## src/rtl/register_file.sv

```systemverilog
// Small multi-port register file: NREGS x WIDTH storage, one synchronous write
// port and two independent combinational read ports with no write-through bypass.
module register_file #(
    parameter int WIDTH = 8,
    parameter int NREGS = 2,
    localparam int SELW = (NREGS > 1) ? $clog2(NREGS) : 1
) (
    input  logic              sysclk,
    input  logic              rst_n,
    input  logic [WIDTH-1:0]  w,
    input  logic              rw,
    input  logic [SELW-1:0]   wsel,
    input  logic [2*SELW-1:0] rsel,
    output logic [WIDTH-1:0]  read0,
    output logic [WIDTH-1:0]  read1
);

    logic [WIDTH-1:0] regs [NREGS];
    logic [SELW-1:0]  rsel0;
    logic [SELW-1:0]  rsel1;

    assign rsel0 = rsel[SELW-1:0];
    assign rsel1 = rsel[2*SELW-1:SELW];

    // An index matching no register (non-power-of-2 NREGS) writes nothing.
    always_ff @(posedge sysclk or negedge rst_n) begin
        if (!rst_n) begin
            for (int i = 0; i < NREGS; i++) begin
                regs[i] <= '0;
            end
        end else if (rw) begin
            for (int i = 0; i < NREGS; i++) begin
                if (wsel == SELW'(i)) begin
                    regs[i] <= w;
                end
            end
        end
    end

    // Out-of-range read indices fall through to the zero default.
    always_comb begin
        read0 = '0;
        read1 = '0;
        for (int i = 0; i < NREGS; i++) begin
            if (rsel0 == SELW'(i)) begin
                read0 = regs[i];
            end
            if (rsel1 == SELW'(i)) begin
                read1 = regs[i];
            end
        end
    end

    always @(posedge sysclk) begin
        if (rst_n) begin
            assert (!$isunknown(rw));
        end
    end

endmodule

```

## config.mk

```make
export PLATFORM = sky130hd
export DESIGN_NAME = register_file
export DESIGN_NICKNAME = d
export VERILOG_FILES = /design/src/rtl/register_file.sv
export SDC_FILE = /design/constraint.sdc
export NUM_CORES = 1
export LEC_CHECK = 0
export BUFFER_PORTS_ARGS = -buffer_cell sky130_fd_sc_hd__buf_2
export CORE_UTILIZATION = 35
export DETAILED_ROUTE_END_ITERATION = 16
export RECOVER_POWER = 25
export SYNTH_ARGS = -nofsm -noshare
export SYNTH_HDL_FRONTEND = slang
export SYNTH_SLANG_ARGS = --single-unit
export TNS_END_PERCENT = 5
```

## constraint.sdc

```tcl
create_clock -name sysclk -period 1.37 [get_ports sysclk]
set_clock_uncertainty 0.2 [all_clocks]
set_input_delay 0.137 -clock sysclk [delete_from_list [all_inputs] [get_ports sysclk]]
set_output_delay 0.137 -clock sysclk [all_outputs]
set_load 0.05 [all_outputs]
```

==> Yosys cells after proc, flatten, opt, wreduce, memory -nomap -nowiden <==
Cells that the tools add are included.
W data, S select, Z words.
{ "classes": {"n_reduce_logical": 2, "muxes": 2, "bitwise_logic": 1} }
{ "ops": {"columns": ["op", "n"], "rows": [
  ["$mux W8", 2],
  ["$reduce_and A2 Y1", 2],
  ["$not A1 Y1", 1]
]} }
{ "word_totals": {"reg_bits": 16} }

==> Longest topological paths before layout <==
{ "depth": {"depth_word": 2, "depth_mapped": 3, "depth_no_buf": 2} }

==> Worst setup path after synthesis <==
OpenSTA, ideal clock, no wires.
{ "synth_timing": {"path_kind": "input -> output", "startpoint": "in rsel[0]", "endpoint": "out read0[0]", "arrival_time_ns": 0.771, "required_ns": 1.033, "path_slack_ns": 0.262, "cell_stages": 2, "path_cell_list": "buf_2 > mux2_2"} }
{ "synth_between": {"elab_chain_cells": 1} }
{ "synth_lines": {"columns": ["element", "line_no", "source"], "rows": [
  ["start: declaration", "13", "input logic [2*SELW-1:0] rsel,"],
  ["$mux W8", "45", "if (rsel0 == SELW'(i)) begin"],
  ["end: declaration", "14", "output logic [WIDTH-1:0] read0,"]
]} }
Every way passes these cells.

==> Worst setup path after layout <==
{ "layout_timing": {"startpoint": "reg regs[15] (netlist name)", "endpoint": "out read1[7]"} }
{ "layout_between": {"elab_chain_cells": 1} }
{ "layout_lines": {"columns": ["element", "line_no", "source"], "rows": [
  ["start: declaration", "18", "logic [WIDTH-1:0] regs [NREGS];"],
  ["start signal: indexed assignment", "34", "regs[i] <= w;"],
  ["$mux W8", "48", "if (rsel1 == SELW'(i)) begin"],
  ["end: declaration", "15", "output logic [WIDTH-1:0] read1"]
]} }
Every way passes these cells.

==> flow_summary.toml <==
[timing]
hold_viol = 0
fin_crit_ps = 1460
fmax_ghz = 0.684
finalSetupViolations = 16
tightest_slew_ps = 408
fin_tns_setup_ps = -1280
slew_headroom_pct = 72.8
drv_slew = 0
rsz0062_at_grt = "yes"
min_period_over_period_pct = 107
worst_slack_ps = -91.3

[pwr]
peakVddDrop_uv = 824
leakage_nw = 0.579
p_per_area_mw_per_mm2 = 1340

[layout]
num-fill-cells = 197
final_nets = 110
largest_register_ffs = 16
final_util_pct = 56.1
n_antenna_cell = 0
top_regs = "regs (16)"
top_register = "regs"
drive_gt1_share_pct = 73.7
area_delta_synth_final_pct = 50.5

[run_status]
violations = "negative setup slack"
status = "finished with violations"

[detailed_routing]
drcViolationCount = 0
dr.pass1.iters = 2
drt_wl_total_um = 1660
postRouteAntennaNets = 0
drtIter0Drc = 2
vias = 579
wire_per_inst_um = 13.5
vias_per_cell = 4.71

[place]
port_buffers = 29
place_congestion = 0.654

[clock_tree]
cts_tree = "done"
cts_buffer_depth = 2
tritoncts_num_sinks = 16
cts-root-buf = "clkbuf_4"
cts_buffers = 3
htreeDepth = 1
clkLatencyLatePin_ps = 280
clkTransAtPathRegs_ps = 90

[setup_path]
crit_fanout = 3
required_ps = 1030
start_kind = "flip-flop"
crit_path_end_kind = "primary output"
critical_path_class = "flip-flop to primary output"
cp.arrival_ps = 1120

[grt]
grtUsageTotal_pct = 15.6
grt_max_degree = 17
grt-ovfl-total = 0
grt_pass1_vias = 606
antenna_found_initial = 0
grt_pass1_wl_um = 2900

[synthesis]
synth_nets = 67
synth.distinct_cells = 7
synth.area.top_cells = "dfrtp_1 (48%), mux2_2 (32%), mux2_4 (14%)"
synth_edf_count = 0
syn-cell-area_um2 = 832
ys_async_sr_fraction_pct = 100
synth_area_leader_cell = "dfrtp_1"
netlist_instances = 53
synthTopCellsByCount = "mux2_2 (24), dfrtp_1 (16), mux2_4 (8)"
ys_seq_area_share_pct = 48.1
synth-seq-cells = 16
yosysTopAreaCellShare_pct = 48.1
yosysMostFrequentCell = "mux2_2"
synth_flop_cell = "dfrtp_1"
avgSynthCellArea_um2 = 15.7
ys_warn_count = 0

[run]
max_cap_viol_count = 0

[floorplanning]
die_w_um = 50.8
die-area_mm2 = 0.00258
ios = 30
die_h_um = 50.8
fp.coreArea_mm2 = 0.00223
rows = 17
start_util_pct = 37.3

[worst_hold_path]
hold_path_class = "input pin to async pin"
## through the flow
step	instances	setup WS, ps	hold WS (ps)	power, W	area [um^2]
after floorplan	53	262	-359	0.00109	832
after global placement	108	104	-129	0.00122	1010
after detailed placement	108	100	-125	0.00123	1010
after CTS	123	-109	84.9	0.00170	1250
after global routing	123	-149	130	0.00176	1250
final	123	-91.3	102	0.00168	1250
## per-layer routing
layer	part of all wire (%)	global-route usage [%]	up-vias
met5	0	0	-
met4	0.72	4.17	0
met3	4.1	4.85	2
met2	50	24.9	17
met1	45	20.4	285
li1	-	-	275
## layout make-up
cell class	instances	area, um^2	area share (%)
Clock buffer	4	36.3	2.90
Sequential cell	16	400	32.0
Tap cell	28	35.0	2.80
Timing Repair Buffer	41	370	29.6
Multi-Input combinational cell	34	410	32.8
## final timing paths
path / from / endpoint / slack [ps] / cells after the start
setup / recovery: regs[15] / read1[7] / -90 / 2
hold / removal: rst_n / regs[11] / 100 / 2
setup reg to reg: regs[12] / regs[12] / 270 / 2
hold reg to reg: regs[3] / regs[3] / 330 / 1
max in group asynchronous: rst_n / regs[14] / 580 / 2
min in group sysclk: rw / regs[7] / 150 / 3
## timing repair
| item | CTS | global route |
|---|---|---|
| hold buffers | 9 | 0 |
| endpoints found under the setup margin | 16 | 16 |
| resized for setup | 32 | 0 |
| endpoints found under the hold margin | 32 | 0 |
| pin swaps | 0 | 0 |
| setup buffers | 2 | 0 |
## critical path, stage by stage, from the launching register on
cell     delay [ps]
dfrtp_1         410
mux2_2          280
buf_6           150
## placed cells by master (no fill, tap or decap)
cell type       n
buf_12          1
buf_2          12
buf_4           2
buf_6          16
clkbuf_2        1
clkbuf_4        3
clkbuf_8        1
dfrtp_1        16
dlygate4sd3_1   9
mux2_2         24
mux2_4          8
nand2_2         1
nor2b_4         1
## power by group
part           leakage (nW)  switching, W  internal [W]
logic                 0.371      0.000430      0.000350
clock network        0.0210      0.000144      0.000162
registers             0.188     0.0000480      0.000542
## kinds of logic (layout without fill, tap and decap cells)
logic type	count (synthesis)	in the layout	synth area share [%]
AND/OR/NAND/NOR	2	2	2.41
multiplexers	32	32	46.9
flip-flops	16	16	48.1
buffers and inverters	3	45	2.56
No activity file was read; power rests on OpenSTA's default activity.
